==> src/rtl/alu_shift_sequencer_pkg.sv <==
// Shared constants for the multi-cycle shift sequencer: ALU op-select codes and FSM state encoding.
package alu_shift_sequencer_pkg;

    localparam int unsigned ALU_OP_SEL_WIDTH = 4;

    localparam logic [ALU_OP_SEL_WIDTH-1:0] ALUCTL_ADD = 4'h0;
    localparam logic [ALU_OP_SEL_WIDTH-1:0] ALUCTL_SLL = 4'h1;
    localparam logic [ALU_OP_SEL_WIDTH-1:0] ALUCTL_SRL = 4'h5;
    localparam logic [ALU_OP_SEL_WIDTH-1:0] ALUCTL_SRA = 4'hD;

    localparam logic [1:0] ST_IDLE  = 2'd0;
    localparam logic [1:0] ST_SHIFT = 2'd1;
    localparam logic [1:0] ST_DONE  = 2'd2;

endpackage

==> src/rtl/alu_shift_sequencer_shift_step.sv <==
// One combinational shift step of up to STEP bits; vacated bits on a right shift take the fill bit.
module alu_shift_sequencer_shift_step #(
    parameter int unsigned DATA_WIDTH = 32,
    parameter int unsigned STEP       = 4,
    parameter int unsigned N_W        = $clog2(STEP) + 1
) (
    input  logic [DATA_WIDTH-1:0] acc_i,
    input  logic [N_W-1:0]        n_i,
    input  logic                  dir_right_i,
    input  logic                  fill_i,
    output logic [DATA_WIDTH-1:0] acc_o
);

    logic [DATA_WIDTH-1:0] fill_mask;

    always_comb begin
        fill_mask = ~({DATA_WIDTH{1'b1}} >> n_i);
        if (dir_right_i) begin
            acc_o = (acc_i >> n_i) | (fill_i ? fill_mask : '0);
        end else begin
            acc_o = acc_i << n_i;
        end
    end

endmodule

==> src/rtl/alu_shift_sequencer.sv <==
// Multi-cycle SLL/SRL/SRA sequencer: shifts STEP bits per cycle, stalls via busy_o, valid/ready result.
module alu_shift_sequencer
    import alu_shift_sequencer_pkg::*;
#(
    parameter int unsigned DATA_WIDTH   = 32,
    parameter int unsigned SHAMT_WIDTH  = 5,
    parameter int unsigned STEP         = 4,
    parameter int unsigned OP_SEL_WIDTH = ALU_OP_SEL_WIDTH
) (
    input  logic                    clk_i,
    input  logic                    rst_i,
    input  logic                    flush_i,
    input  logic                    req_valid_i,
    output logic                    req_ready_o,
    input  logic [OP_SEL_WIDTH-1:0] op_sel_i,
    input  logic [DATA_WIDTH-1:0]   operand_i,
    input  logic [SHAMT_WIDTH-1:0]  shamt_i,
    output logic                    res_valid_o,
    input  logic                    res_ready_i,
    output logic [DATA_WIDTH-1:0]   result_o,
    output logic                    err_o,
    output logic                    busy_o
);

    localparam int unsigned N_W = $clog2(STEP) + 1;

    logic [1:0]             state_q, state_d;
    logic [DATA_WIDTH-1:0]  acc_q, acc_d;
    logic [SHAMT_WIDTH-1:0] rem_q, rem_d;
    logic                   dir_q, dir_d;
    logic                   fill_q, fill_d;
    logic                   err_q, err_d;
    logic                   res_valid_q, res_valid_d;

    logic [N_W-1:0]         step_n;
    logic [SHAMT_WIDTH-1:0] rem_next;
    logic [DATA_WIDTH-1:0]  acc_shifted;
    logic                   is_sll, is_srl, is_sra, op_legal;

    assign is_sll   = (op_sel_i == OP_SEL_WIDTH'(ALUCTL_SLL));
    assign is_srl   = (op_sel_i == OP_SEL_WIDTH'(ALUCTL_SRL));
    assign is_sra   = (op_sel_i == OP_SEL_WIDTH'(ALUCTL_SRA));
    assign op_legal = is_sll | is_srl | is_sra;

    assign req_ready_o = (state_q == ST_IDLE) & ~flush_i;
    assign busy_o      = (state_q != ST_IDLE);
    assign res_valid_o = res_valid_q;
    assign result_o    = acc_q;
    assign err_o       = err_q;

    // Comparison done one bit wider so STEP == DATA_WIDTH does not truncate to zero.
    always_comb begin
        if ({1'b0, rem_q} >= (SHAMT_WIDTH + 1)'(STEP)) begin
            step_n = N_W'(STEP);
        end else begin
            step_n = N_W'(rem_q);
        end
        rem_next = rem_q - SHAMT_WIDTH'(step_n);
    end

    alu_shift_sequencer_shift_step #(
        .DATA_WIDTH (DATA_WIDTH),
        .STEP       (STEP),
        .N_W        (N_W)
    ) u_shift_step (
        .acc_i       (acc_q),
        .n_i         (step_n),
        .dir_right_i (dir_q),
        .fill_i      (fill_q),
        .acc_o       (acc_shifted)
    );

    always_comb begin
        state_d     = state_q;
        acc_d       = acc_q;
        rem_d       = rem_q;
        dir_d       = dir_q;
        fill_d      = fill_q;
        err_d       = err_q;
        res_valid_d = res_valid_q;

        case (state_q)
            ST_IDLE: begin
                if (req_valid_i && req_ready_o) begin
                    acc_d  = operand_i;
                    rem_d  = shamt_i;
                    dir_d  = ~is_sll;
                    fill_d = is_sra & operand_i[DATA_WIDTH-1];
                    err_d  = 1'b0;
                    if (!op_legal) begin
                        acc_d       = '0;
                        rem_d       = '0;
                        err_d       = 1'b1;
                        state_d     = ST_DONE;
                        res_valid_d = 1'b1;
                    end else if (shamt_i == '0) begin
                        state_d     = ST_DONE;
                        res_valid_d = 1'b1;
                    end else begin
                        state_d = ST_SHIFT;
                    end
                end
            end
            ST_SHIFT: begin
                acc_d = acc_shifted;
                rem_d = rem_next;
                if (rem_next == '0) begin
                    state_d     = ST_DONE;
                    res_valid_d = 1'b1;
                end
            end
            ST_DONE: begin
                if (res_ready_i) begin
                    res_valid_d = 1'b0;
                    state_d     = ST_IDLE;
                end
            end
            default: begin
                state_d     = ST_IDLE;
                res_valid_d = 1'b0;
            end
        endcase

        // Flush overrides everything; a same-cycle DONE handshake still completes since valid was visible.
        if (flush_i) begin
            state_d     = ST_IDLE;
            rem_d       = '0;
            res_valid_d = 1'b0;
        end
    end

    always_ff @(posedge clk_i or posedge rst_i) begin
        if (rst_i) begin
            state_q     <= ST_IDLE;
            acc_q       <= '0;
            rem_q       <= '0;
            dir_q       <= 1'b0;
            fill_q      <= 1'b0;
            err_q       <= 1'b0;
            res_valid_q <= 1'b0;
        end else begin
            state_q     <= state_d;
            acc_q       <= acc_d;
            rem_q       <= rem_d;
            dir_q       <= dir_d;
            fill_q      <= fill_d;
            err_q       <= err_d;
            res_valid_q <= res_valid_d;
        end
    end

endmodule

==> config.mk <==
export PLATFORM = sky130hd
export DESIGN_NAME = alu_shift_sequencer
export DESIGN_NICKNAME = d
export VERILOG_FILES = /design/src/rtl/alu_shift_sequencer_pkg.sv /design/src/rtl/alu_shift_sequencer_shift_step.sv /design/src/rtl/alu_shift_sequencer.sv
export SDC_FILE = /design/constraint.sdc
export NUM_CORES = 1
export LEC_CHECK = 0
export CAP_MARGIN = 20
export CORE_MARGIN = 2
export CORE_UTILIZATION = 36
export CTS_CLUSTER_SIZE = 16
export DETAILED_ROUTE_END_ITERATION = 12
export PLACE_DENSITY = 0.67
export SLEW_MARGIN = 5
export SYNTH_ARGS = -nofsm -noshare
export SYNTH_HDL_FRONTEND = slang
export SYNTH_HIERARCHICAL = 1
export SYNTH_SLANG_ARGS = --single-unit
export TNS_END_PERCENT = 50
==> constraint.sdc <==
create_clock -name clk_i -period 5.2 [get_ports clk_i]
set_input_delay 0.78 -clock clk_i [delete_from_list [all_inputs] [get_ports clk_i]]
set_output_delay 0.78 -clock clk_i [all_outputs]
set_load 0.01 [all_outputs]
==> results.cfg, run 1 <==
[status]
outcome = complete, no violations

[timing]
fin_ws_ps = 1735
holdWs_ps = 537.7
slew_headroom = 0.2533
period_needed_ps = 3465
hold_viol = 0
slew_viol_final = 0
fmax_ghz = 0.2886
setup_viol = 0
setup-tns-final_ps = 0
rsz0062_at_grt = false
skew_ps = 8.073
post-route-period-util = 0.6663
worstMarginPinSlew_ps = 1118

[min_path]
hold_depth = 2
hold_path_startpoint = err_o
hp-class = flop to flop

[yosys]
syn-cell-area_um2 = 4606
ys.flop_type = dfrtp_1
synth_cell_type_count = 65
synth-seq-cells = 43
postSynthAreaPerCell_um2 = 7.728
ys_warn_count = 6
ys_top_cells_by_count = 75 x nand2_1, 72 x nor2_1, 50 x mux2i_1
synth-seq-area-share = 0.2336
synth.area.top_cells = dfrtp_1 23%, mux2i_1 11%, nand2_1 6.1%, nor2_1 5.9%, mux2_2 5.1%
async_flop_share = 1.000
synth-edff-count = 0
yosysTopAreaCellShare = 0.2336
syn_inst = 596
yosysMostFrequentCell = nand2_1
yosys.area.top_type = dfrtp_1
syn_nets = 643

[global_routing]
grt_pass1_wl_mm = 25.23
antenna_found_initial = 0
grt_usage = 0.2313
grt_pass1_vias = 4885
grt_max_degree = 76
grt.overflow.total = 0

[cells_and_area]
num-nets-final = 684
drive_gt1_frac = 0.08307
antenna_cells = 0
multi_input_area_um2 = 3144
syn_to_final_growth_pct = 19.51
seq_area_um2 = 1076
final.fill_count = 1279

[clock_tree]
post_cts_buffers = 0
cts.sinks = 43
hold_buffers = 0
clockBufferDepth = 2
cts_buffers = 5
h-tree-depth = 2
worstSkewPairLatency_ps = 300
clock-root-buffer = clkbuf_16
cts_tree = done
ctsResizeCount = 0
clkSlewWorstSetupHoldPaths_ps = 70

[floorplan]
rows = 41
ios = 82
initial_utilization = 0.3665
die_area_um2 = 13710
die_h_um = 117.1
core-area_um2 = 12570
die_x_um = 117.1

[worst_setup_path]
crit_path_top_delay_cell = nor2b_1
critical_path_class = flop to flop
slowest_delay_ps = 930
crit_required_ps = 5360
startpoint_type = flop
cp_num_cells = 9
endpoint_kind = flop
cp_max_fo = 32
ff2ff_path_depth = 9
path_cells = nor3_1 -> and2_1 -> buf_4 -> nor2b_1 -> a22oi_1 -> nand3_1 -> o221ai_1 -> nor2_1 -> a31oi_1
crit_family = simple AND/OR/NAND/NOR gates
crit_arrival_ps = 3630
crit_start = rem_q[2]
r2r_start = rem_q[2]
crit_buf_inv = 1

[drt]
totalWireLength_mm = 15.50
drt_iter0_markers = 438
drt-pass1-iter-count = 5
vias = 5001
avgRoutedWirePerCell_um = 19.14
avgViaCountPerCell = 6.174
drc = 0
drtAntennaViolNets = 0

[place]
dp_worst_setup_slack_ps = 1919
post-dp-hpwl_mm = 10.92
place_congestion = 0.9210
portBuffers = 81

[power_and_ir_drop]
power-per-cell-area_nw_per_um2 = 320.2
peakVddDrop_mv = 0.1713
p_leak_nw = 2.065

[flow_run]
maxCapViolations = 0
## layer usage
| layer | vias to the layer above | routed length (um) | global-route usage |
|---|---|---|---|
| li1 | 2318 | - | - |
| met5 | - | 0 | 0 |
| met2 | 238 | 7328 | 0.3753 |
| met3 | 19 | 1117 | 0.04531 |
| met1 | 2426 | 6823 | 0.3125 |
| met4 | 0 | 232 | 0.07059 |
## sequential cells by signal, summed over array words and instances (netlist names)
name	count
err_o	1
result_o	32
rem_q	5
res_valid_o	1
dir_q	1
state_q	2
fill_q	1
## through the flow
step | utilization | power [W] | area (um2) | std cells
floorplan | - | 0.001068 | 4606 | 596
global placement | 0.4267 | 0.001421 | 5363 | 802
detailed placement | 0.4267 | 0.001427 | 5363 | 802
CTS | 0.4379 | 0.001760 | 5504 | 810
global route | 0.4379 | 0.001875 | 5504 | 810
finish | 0.4379 | 0.001762 | 5504 | 810
## worst register-to-register path, cell delays in order, from the launching register on
cell and delay (ps):
dfrtp_1 510, nor3_1 420, and2_1 350, buf_4 370, nor2b_1 930, a22oi_1 280, nand3_1 170, o221ai_1 120
nor2_1 130, a31oi_1 50
## layout by cell type (no fill, tap or decap), drive strengths merged, types with 3 or more instances in the layout
master and n:
o211ai 13, o31ai 7, and2 8, mux4 3, mux2 22, or2 3, a21oi 21, clkinv 4
nand2 75, clkdlybuf4s50 81, nor2b 3, o2bb2ai 4, a31oi 36, dfrtp 43, buf 8, inv 12
o22ai 18, a22o 4, a22oi 14, nand3 40, nor3 6, clkbuf 6, a211oi 8, a221oi 5
o221ai 7, mux2i 50, nor2 72, nand2b 8, o21ai 21
## path summary, 6_finish.rpt
| path | to | slack, ps |
|---|---|---|
| max | result_o[19] | 1740 |
| max in group asynchronous | result_o[16] | 3840 |
| min reg2reg | err_o | 540 |
| max reg2reg | result_o[19] | 1740 |
| min | err_o | 540 |
| min in group asynchronous | result_o[3] | 950 |
## power breakdown
part / internal (W) / switching [W]
Sequential: 0.000409 / 0.000137
Clock: 0.000178 / 0.000147
Combinational: 0.000421 / 0.000470
## cell type report
| class | count | area share |
|---|---|---|
| inverter | 15 | 0.01023 |
| clock inverter | 2 | 0.002273 |
| sequential | 43 | 0.1955 |
| clock buffer | 6 | 0.02341 |
| tap | 172 | 0.03910 |
| timing repair buffer | 89 | 0.1582 |
| multi-input combinational | 483 | 0.5713 |
## cells by family after synthesis
family | share of synthesized area
adders and majority gates | 0.002716
muxes | 0.1779
DFF | 0.2336
and+or+nand+nor | 0.2192
AOI/OAI and AO/OA | 0.2809
other | 0.0008142
buffers and inverters | 0.08476
No activity file was read; power rests on OpenSTA's default activity.
==> run 2, diff against run 1 <==
==> constraint.sdc (replaced) <==
create_clock -name clk_i -period 3.61 [get_ports clk_i]
set_input_delay 0.5415 -clock clk_i [delete_from_list [all_inputs] [get_ports clk_i]]
set_output_delay 0.5415 -clock clk_i [all_outputs]
set_load 0.01 [all_outputs]
==> results.cfg, run 2 (same netlist as run 1, synthesis figures left out) <==
[status]
outcome = complete, no violations

[worst_setup_path]
r2r_slack_ps = 570
crit_start = rem_q[3]
cp_max_fo = 49
crit_buf_inv = 1
ff2ff_path_depth = 8
crit_arrival_ps = 3200
endpoint_kind = flop
slowest_delay_ps = 660
startpoint_type = flop
timing.rr.end = result_o[27]
path_cells = nor3_1 -> and2_4 -> buf_4 -> mux2_2 -> a221oi_1 -> a21oi_1 -> nor2_1 -> a31oi_1
cp_num_cells = 8
crit_path_top_delay_cell = and2_4
crit_required_ps = 3780
r2r_start = rem_q[3]
endpoint = result_o[27]
critical_path_class = flop to flop
crit_family = simple AND/OR/NAND/NOR gates

[drt]
top_layer = met4
drc = 0
drtAntennaViolNets = 0
avgViaCountPerCell = 6.186
m1WireLength_mm = 7.074
avgRoutedWirePerCell_um = 19.53
drt-pass1-iter-count = 6
wl_met2_mm = 7.421
drt_iter0_markers = 462
met3_wirelength_mm = 1.004
totalWireLength_mm = 16.00
vias = 5066

[cells_and_area]
syn_to_final_growth_pct = 20.97
final.fill_count = 1271
num-nets-final = 693
layout_commonest_cell = clkdlybuf4s50_1
antenna_cells = 0
final_cell_mix = 81 x clkdlybuf4s50_1, 75 x nand2_1, 72 x nor2_1, 50 x mux2i_1, 43 x dfrtp_1
finalCoreUtilization = 0.4433
largest_reg_flops = 32
drive_gt1_frac = 0.09583

[clock_tree]
post_cts_buffers = 0
cts.sinks = 43
clkSlewWorstSetupHoldPaths_ps = 70
hold_buffers = 0
cts_tree = done
clock-root-buffer = clkbuf_16
worstSkewPairLatency_ps = 300
cts_buffers = 5
clockBufferDepth = 2
h-tree-depth = 2
ctsResizeCount = 0

[timing]
setup_viol = 0
rsz0062_at_grt = false
period_needed_ps = 3037
slew_headroom = 0.3365
post-route-period-util = 0.8412
hold_viol = 0
skew_ps = 8.454
fmax_ghz = 0.3293
setup-tns-final_ps = 0
slew_viol_final = 0
worstMarginPinSlew_ps = 991.6

[floorplan]
die_h_um = 117.1
ios = 82
die_area_um2 = 13710
rows = 41
core-area_um2 = 12570
die_x_um = 117.1
initial_utilization = 0.3665

[global_routing]
grt_pass1_vias = 4871
grt_max_degree = 50
grt_usage = 0.2363
antenna_found_initial = 0
grt.overflow.total = 0
grt_pass1_wl_mm = 25.34

[flow_run]
maxCapViolations = 0

[place]
place_congestion = 0.9584
portBuffers = 81
post-dp-hpwl_mm = 11.70

[power_and_ir_drop]
power-per-cell-area_nw_per_um2 = 457.3
peakVddDrop_mv = 0.1804
p_leak_nw = 2.112

[min_path]
hp-class = flop to flop
[run 2: changes by cell type in the layout (fill, tap and decap cells not counted)]
cell / previous run / this run
buf_4: 8 / 17
[run 2: tightest hold or removal path: stages, from the launching register on]
cell and delay [ps]:
dfrtp_1 350, nor2_1 50, a21oi_1 100
[run 2: per-stage QoR]
step / setup WS, ps / hold WS [ps] / instances / area, um2 / total power, W
after floorplan: 1288 / 503.6 / 596 / 4606 / 0.001539
after global placement: 694.8 / 521.8 / 811 / 5430 / 0.002067
after detailed placement: 604.8 / 525.5 / 811 / 5430 / 0.002068
after CTS: 606.8 / 543.2 / 819 / 5572 / 0.002535
after global routing: 349.4 / 581.8 / 819 / 5572 / 0.002707
final: 573.4 / 540.6 / 819 / 5572 / 0.002548
[run 2: cell type report]
class                           instances  area (um2)  area share
Sequential cell                        43        1076      0.1931
Timing Repair Buffer                   98       938.4      0.1684
Clock inverter                          2       12.51    0.002246
Inverter                               15       56.30     0.01011
Multi-Input combinational cell        483        3144      0.5643
Clock buffer                            6       128.9     0.02313
Tap cell                              172       215.2     0.03863
[run 2: per-layer routing]
layer  vias to the layer above  global-route usage
met5                         -                   0
met4                         0             0.09647
met3                        44             0.04119
met2                       231              0.3784
met1                      2456              0.3165
li1                       2335                   -
[run 2: power by group]
group          total, W  switching, W  internal [W]
sequential     0.000802      0.000213      0.000589
combinational   0.00129      0.000677      0.000610
clock          0.000459      0.000203      0.000256
[run 2: worst min-delay path by stage]
stage / from / endpoint / slack, ps / cells after the start
finish: err_o / err_o / 540 / 2
global route: res_valid_o / res_valid_o / 580 / 2
CTS: err_o / err_o / 540 / 2
detailed placement: err_o / err_o / 530 / 2
global placement: err_o / err_o / 520 / 2
floorplan: fill_q / fill_q / 500 / 2
